$ cat src/rtl/wb_queue.sv
// wb_queue: in-order write-back queue feeding the register-file write port.
// Merges memory and ALU results, drains one per cycle, exposes hazards.
module wb_queue #(
   parameter int DEPTH = 4,
   parameter int CW    = 3
) (
   input  logic          clk,
   input  logic          rst,
   input  logic          mem_valid,
   input  logic [3:0]    mem_dest,
   input  logic [31:0]   mem_result,
   input  logic          alu_valid,
   input  logic [3:0]    alu_dest,
   input  logic [31:0]   alu_result,
   output logic          in_ready,
   output logic [3:0]    Dest_wb,
   output logic [31:0]   Result_WB,
   output logic          writeBackEn,
   input  logic [3:0]    src1,
   input  logic [3:0]    src2,
   output logic          hazard1,
   output logic          hazard2,
   output logic [31:0]   fwd1,
   output logic [31:0]   fwd2,
   output logic [CW-1:0] count,
   output logic          overflow
);

   localparam int AW = $clog2(DEPTH);
   localparam logic [3:0] NOREG = 4'd15;

   typedef struct packed {
      logic [3:0]  dest;
      logic [31:0] data;
   } ent_t;

   ent_t          q [DEPTH];
   logic [AW-1:0] head;
   logic [AW-1:0] tail;
   logic [AW-1:0] idx;
   logic          mem_ok;
   logic          alu_ok;
   logic          push_mem;
   logic          push_alu;
   logic          pop;
   logic          hit1;
   logic          hit2;

   assign mem_ok   = mem_valid && (mem_dest != NOREG);
   assign alu_ok   = alu_valid && (alu_dest != NOREG);
   assign in_ready = count <= CW'(DEPTH - 2);
   assign push_mem = in_ready && mem_ok;
   assign push_alu = in_ready && alu_ok;
   assign pop      = count != '0;

   assign writeBackEn = pop;
   assign Dest_wb     = pop ? q[head].dest : '0;
   assign Result_WB   = pop ? q[head].data : '0;

   always_ff @(posedge clk or negedge rst) begin
      if (!rst) begin
         head     <= '0;
         tail     <= '0;
         count    <= '0;
         overflow <= 1'b0;
      end else begin
         head  <= head + AW'(pop);
         tail  <= tail + AW'(push_mem) + AW'(push_alu);
         count <= count + CW'(push_mem) + CW'(push_alu) - CW'(pop);
         if (!in_ready && (mem_ok || alu_ok))
            overflow <= 1'b1;
      end
   end

   // memory result is the older instruction, so it takes the first slot
   always_ff @(posedge clk) begin
      if (push_mem)
         q[tail] <= '{dest: mem_dest, data: mem_result};
      if (push_alu)
         q[tail + AW'(push_mem)] <= '{dest: alu_dest, data: alu_result};
   end

   // walk oldest to youngest so the last match is the youngest value
   always_comb begin
      hit1 = 1'b0;
      hit2 = 1'b0;
      fwd1 = '0;
      fwd2 = '0;
      idx  = '0;
      for (int k = 0; k < DEPTH; k++) begin
         idx = head + AW'(k);
         if (CW'(k) < count) begin
            if (q[idx].dest == src1) begin
               hit1 = 1'b1;
               fwd1 = q[idx].data;
            end
            if (q[idx].dest == src2) begin
               hit2 = 1'b1;
               fwd2 = q[idx].data;
            end
         end
      end
   end

   assign hazard1 = hit1
                  || (mem_ok && (mem_dest == src1))
                  || (alu_ok && (alu_dest == src1));
   assign hazard2 = hit2
                  || (mem_ok && (mem_dest == src2))
                  || (alu_ok && (alu_dest == src2));

endmodule

$ cat config.mk
export PLATFORM = sky130hd
export DESIGN_NAME = wb_queue
export DESIGN_NICKNAME = d
export VERILOG_FILES = /design/src/rtl/wb_queue.sv
export SDC_FILE = /design/constraint.sdc
export NUM_CORES = 1
export LEC_CHECK = 0
export CORE_UTILIZATION = 60
export DETAILED_ROUTE_END_ITERATION = 12
export DONT_BUFFER_PORTS = 1
export PLACE_DENSITY = 0.76
export SLEW_MARGIN = 10
export SYNTH_ARGS = -nofsm -noshare
export SYNTH_HDL_FRONTEND = slang
export SYNTH_SLANG_ARGS = --single-unit
$ cat constraint.sdc
create_clock -name clk -period 6 [get_ports clk]
set_input_delay 1.8 -clock clk [delete_from_list [all_inputs] [get_ports clk]]
set_output_delay 1.8 -clock clk [all_outputs]
set_load 0.03 [all_outputs]
==> reports/metrics.yaml, run 1 <==
grt_util_met2_pct: 55.17
placement_rows: 52
synthesis.nets: 1135
routed_via_density: 7.261
postSynth.topFlopCell: "edfxtp_1"
cpPeakStageDelay_ps: 840
post_drt_wl_per_cell_um: 26.49
clock_slew_at_reported_path_ffs_ps: 70
layout_commonest_cell: "mux2_2"
count_of_input_and_output_buffers: 0
antennaDiodeCount: 0
synth.distinct_cells: 37
ys_ff_latch: 152
min_period_over_period_pct: 92.84
wire_length_of_the_first_global_routing_pass_mm: 54.30
filler_cell_count: 1505
vertical_die_dimension_um: 145.8
crit_top_cell: "buf_4"
synth_seq_area_share_pct: 36.48
yosys-top-cells-area: "edfxtp_1 (35%), mux2_2 (16%), mux4_2 (14%)"
cts-buffers-inserted: 17
starting_density_pct: 61.28
synthArstFlopShare_pct: 5.263
use_met3_pct: 8.495
timing.max_slew.rel_slack_pct: 32.04
setup_tns_ps: 0
layout.nets: 1139
yosys_top_cell_by_area: "edfxtp_1"
setup.worst_path.start_class: "flip-flop"
multi_input_area_um2: 7416
setup-violations-final: 0
root_buffer_cell: "clkbuf_16"
syn_inst_count: 1043
dr_total_vias: 9642
cts-hold-fix-buffers: 0
drcViolationCount: 0
final_antenna_net_count: 0
grt.overflow.total: 0
final.min_clock_period_ps: 5571
grt_pass1_vias: 9737
worst_ep_arrival_time_ps: 3770
req_time_crit_path_ps: 4200
dr.first_iter.drc_count: 1007
most_used_cells_in_the_layout_excluding_fill_and_tap_cells: "mux2_2 (178), edfxtp_1 (144), buf_4 (94)"
transition_time_of_the_tightest_slew_check_pin_ps: 1014
drive_above_1_share_pct: 40.55
skew_ps: 8.607
count_of_yosys_warnings_during_synthesis: 0
cts.sink_count: 152
groute.layer.met1.usage_pct: 40.74
outcome: "finished clean"
synthToLayoutAreaGrowth_pct: 10.40
drtPass1Iterations: 5
final-hold-violation-count: 0
cp_slowest_cell: "dfrtp_4"
crit_path_end_kind: "output port"
gp_routability_congestion: 0.8737
tritoncts: "yes"
placed_cells_incl_taps: 1298
synth_top_area_share_pct: 34.87
synth-edff-count: 144
grtUsageTotal_pct: 33.36
antenna_violations_before_repair: 0
largest_net_degree_at_the_start_of_global_routing: 82
core_area_um2: 20230
critical_path.max_fanout: 44
syn-cell-area_um2: 12400
ios: 192
post_synth.cell_area_avg_um2: 11.89
clock_tree.htree_level_count: 4
post_cts_resized: 0
fin_cells: 1328
worst_skew_pair.late_latency_ps: 430
grt-busiest-layer: "met2"
chipWidth_um: 145.8
rsz0062_at_grt: "false"
clock.fmax_mhz: 179.5
hp-class: "reg2reg"
clock_path_buffers: 2
cts_setup_buffers: 0
critPathKind: "reg2out"
crit_path_cell_trace: "buf_4, nor3b_1, mux2i_1, a2111oi_4, nor3_2, buf_4, a221oi_1, o22ai_1, buf_4"
layout.area.seq_um2: 4532
wl_mm: 35.18
drv_slew: 0
dp.final_hpwl_mm: 22.60
drv_cap: 0
die_area_um2: 21250
==> state kept, by name, summed over array words and instances, names as in the netlist <==
signal    cells
q           144
count         3
head          2
overflow      1
tail          2
==> critical path: cells and delay by family, from the launching register on <==
family,cells,cell delay [ps]
simple gates,2,380
buf+inv,3,920
flops,1,840
compound gates,3,1020
mux,1,150
==> through the flow <==
| stage | util [%] | setup slack [ps] | cell area (um^2) | hold WS (ps) |
|---|---|---|---|---|
| CTS | 67.66 | 488.6 | 13690 | 708.9 |
| finish | 67.66 | 429.4 | 13690 | 709.9 |
| global route | 67.66 | 232.9 | 13690 | 726.6 |
| detailed placement | 64.78 | 537.8 | 13110 | 690.9 |
| global placement | 64.78 | 621.8 | 13110 | 691.2 |
| floorplan | - | 331.4 | 12400 | 479.9 |
==> worst paths after layout <==
check                         start        to  slack [ps]  depth (start not counted)
setup / recovery            head[1]  fwd2[11]         430                          9
hold / removal             overflow  overflow         710                          1
setup reg to reg           count[2]  q[3][13]        1870                         11
hold reg to reg            overflow  overflow         710                          1
max in group asynchronous       rst   head[0]        4860                          0
min in group asynchronous       rst  overflow        1060                          0
==> cell type report <==
cell class | count | share of cell area (%)
well taps | 270 | 2.468
repair buffers | 98 | 5.739
multi-input cells | 768 | 54.17
clock inverters | 13 | 1.142
flip-flops and latches | 152 | 33.10
clock buffers | 17 | 3.107
inverters | 10 | 0.2742
==> cells by family after synthesis <==
kind of cell    count (synthesis)  synth area share, %
mux                           295                33.38
compound gates                270                15.59
flops                         152                36.48
simple gates                  144                5.852
buf+inv                       123                4.167
xor+xnor                       51                3.602
fa+ha+maj                       8               0.9283
==> synth_stat cells, drive strengths merged (26+ instances only) <==
library cell,instances
nor2b,37
nand2,36
clkbuf,65
xor2,26
a21oi,34
mux2,178
mux2i,40
edfxtp,144
buf,48
a221oi,64
nor2,37
o21ai,97
mux4,77
o22ai,64
==> routing by layer <==
layer | routed length (um) | part of all wire [%] | vias to the layer above
li1 | - | - | 4169
met1 | 12810 | 36 | 4702
met2 | 17360 | 49 | 653
met3 | 3909 | 11 | 118
met4 | 1097 | 3.1 | 0
met5 | 0 | 0 | -
Power of run 1 is not shown: default switching activity piles up to over one toggle a cycle in this logic, so the estimate is an artifact.
==> inputs of run 2 (changes only) <==
--- a/config.mk
+++ b/config.mk
@@ -5,10 +5,13 @@
 export SDC_FILE = /design/constraint.sdc
 export NUM_CORES = 1
 export LEC_CHECK = 0
-export CORE_UTILIZATION = 60
+export CAP_MARGIN = 40
+export CELL_PAD_IN_SITES_DETAIL_PLACEMENT = 2
+export CELL_PAD_IN_SITES_GLOBAL_PLACEMENT = 2
+export CORE_UTILIZATION = 44
 export DETAILED_ROUTE_END_ITERATION = 12
 export DONT_BUFFER_PORTS = 1
-export PLACE_DENSITY = 0.76
+export PLACE_DENSITY_LB_ADDON = 0.1
 export SLEW_MARGIN = 10
 export SYNTH_ARGS = -nofsm -noshare
 export SYNTH_HDL_FRONTEND = slang
==> run 2 against run 1 <==
Die area rose by 36%. Via count increased by 2.5%. Maximum frequency is 4.1% lower.
==> reports/metrics.yaml, run 2 (same netlist as run 1, synthesis figures left out) <==
outcome: "finished clean"
clock_path_buffers: 2
dr_total_vias: 9887
crit_path_end_kind: "output port"
req_time_crit_path_ps: 4200
drcViolationCount: 0
layout.nets: 1136
clock.fmax_mhz: 172.2
routed_via_density: 6.900
filler_cell_count: 2692
drv_cap: 0
synthToLayoutAreaGrowth_pct: 11.12
die_area_um2: 28860
largest_net_degree_at_the_start_of_global_routing: 66
root_buffer_cell: "clkbuf_16"
reg.largest.list: "q (144), count (3)"
timing.max_slew.rel_slack_pct: 42.53
cts-buffers-inserted: 17
rsz0062_at_grt: "false"
largest_register: "q"
wl_mm: 44.36
layout_commonest_cell: "mux2_2"
finalCoreUtilization_pct: 49.60
critPathKind: "reg2out"
cts-hold-fix-buffers: 0
critical_path.max_fanout: 39
min_period_over_period_pct: 96.81
count_of_input_and_output_buffers: 0
setup.worst_path.start_class: "flip-flop"
drv_slew: 0
antennaDiodeCount: 0
gp_routability_congestion: 0.8712
tritoncts: "yes"
setup-violations-final: 0
drtPass1Iterations: 7
dp_worst_setup_slack_ps: 368.7
grt.overflow.total: 0
final_antenna_net_count: 0
skew_ps: 10.06
transition_time_of_the_tightest_slew_check_pin_ps: 862.1
clock_tree.htree_level_count: 4
cts_setup_buffers: 0
drive_above_1_share_pct: 40.09
wire_length_of_the_first_global_routing_pass_mm: 67.12
cts.sink_count: 152
final.min_clock_period_ps: 5809
dr.first_iter.drc_count: 715
setup_ws_ps: 191.3
setup_tns_ps: 0
dp.final_hpwl_mm: 28.59
grt_pass1_vias: 11010
vertical_die_dimension_um: 169.9
post_drt_wl_per_cell_um: 30.96
post_cts_resized: 0
largest_register_ffs: 144
hp-class: "reg2reg"
chipWidth_um: 169.9
grtUsageTotal_pct: 31.29
most_used_cells_in_the_layout_excluding_fill_and_tap_cells: "mux2_2 (178), edfxtp_1 (144), o21ai_0 (93)"
antenna_violations_before_repair: 0
clock_slew_at_reported_path_ffs_ps: 60
worst_skew_pair.late_latency_ps: 420
starting_density_pct: 44.64
core_area_um2: 27780
placement_rows: 61
worst_ep_arrival_time_ps: 4010
final-hold-violation-count: 0
ios: 192
## run 2: path summary, 6_finish.rpt
| path | to | startpoint | slack [ps] | cells past startpoint |
|---|---|---|---|---|
| max | fwd1[21] | head[0] | 190 | 8 |
| min | overflow | overflow | 750 | 1 |
| max reg2reg | q[3][21] | count[2] | 1620 | 11 |
| min reg2reg | overflow | overflow | 750 | 1 |
| max in group asynchronous | head[1] | rst | 4860 | 0 |
| min in group asynchronous | count[0] | rst | 1060 | 0 |
## run 2: metrics by stage
| step | instance area (um^2) | hold slack, ps | cells |
|---|---|---|---|
| after floorplan | 12400 | 479.9 | 1043 |
| after global placement | 13190 | 695.8 | 1400 |
| after detailed placement | 13240 | 737.5 | 1403 |
| after CTS | 13780 | 752.2 | 1433 |
| after global routing | 13780 | 765.0 | 1433 |
| final | 13780 | 746.1 | 1433 |
## run 2: layout make-up
class / instances / area (um^2) / share of cell area [%]
Multi-Input combinational cell: 768 / 7416 / 53.82
Sequential cell: 152 / 4532 / 32.89
Timing Repair Buffer: 95 / 778.2 / 5.648
Tap cell: 378 / 473.0 / 3.432
Clock buffer: 20 / 436.7 / 3.169
Clock inverter: 10 / 106.4 / 0.7718
Inverter: 10 / 37.54 / 0.2724
## run 2: critical path, cell delays in order, from the launching register on
cell,delay (ps)
dfrtp_4,840
mux4_2,680
xnor2_1,200
nand4_1,260
nor3_4,210
buf_4,620
a221oi_2,120
o22ai_1,350
buf_4,230
## run 2: routing by layer
metal  global-route usage (%)  part of all wire (%)
met4                    11.56                   2.8
met5                        0                     0
met3                    6.837                   6.9
met2                    53.94                    51
met1                    38.33                    40
Power of run 2 is left out for the same reason.
==> inputs of run 3 (changes only) <==
--- a/config.mk
+++ b/config.mk
@@ -16,3 +16,4 @@
 export SYNTH_ARGS = -nofsm -noshare
 export SYNTH_HDL_FRONTEND = slang
 export SYNTH_SLANG_ARGS = --single-unit
+export TNS_END_PERCENT = 30
==> results of run 3 <==
Final layout, timing and power as in run 2 (identical DEF).
Power of run 3 is left out for the same reason.
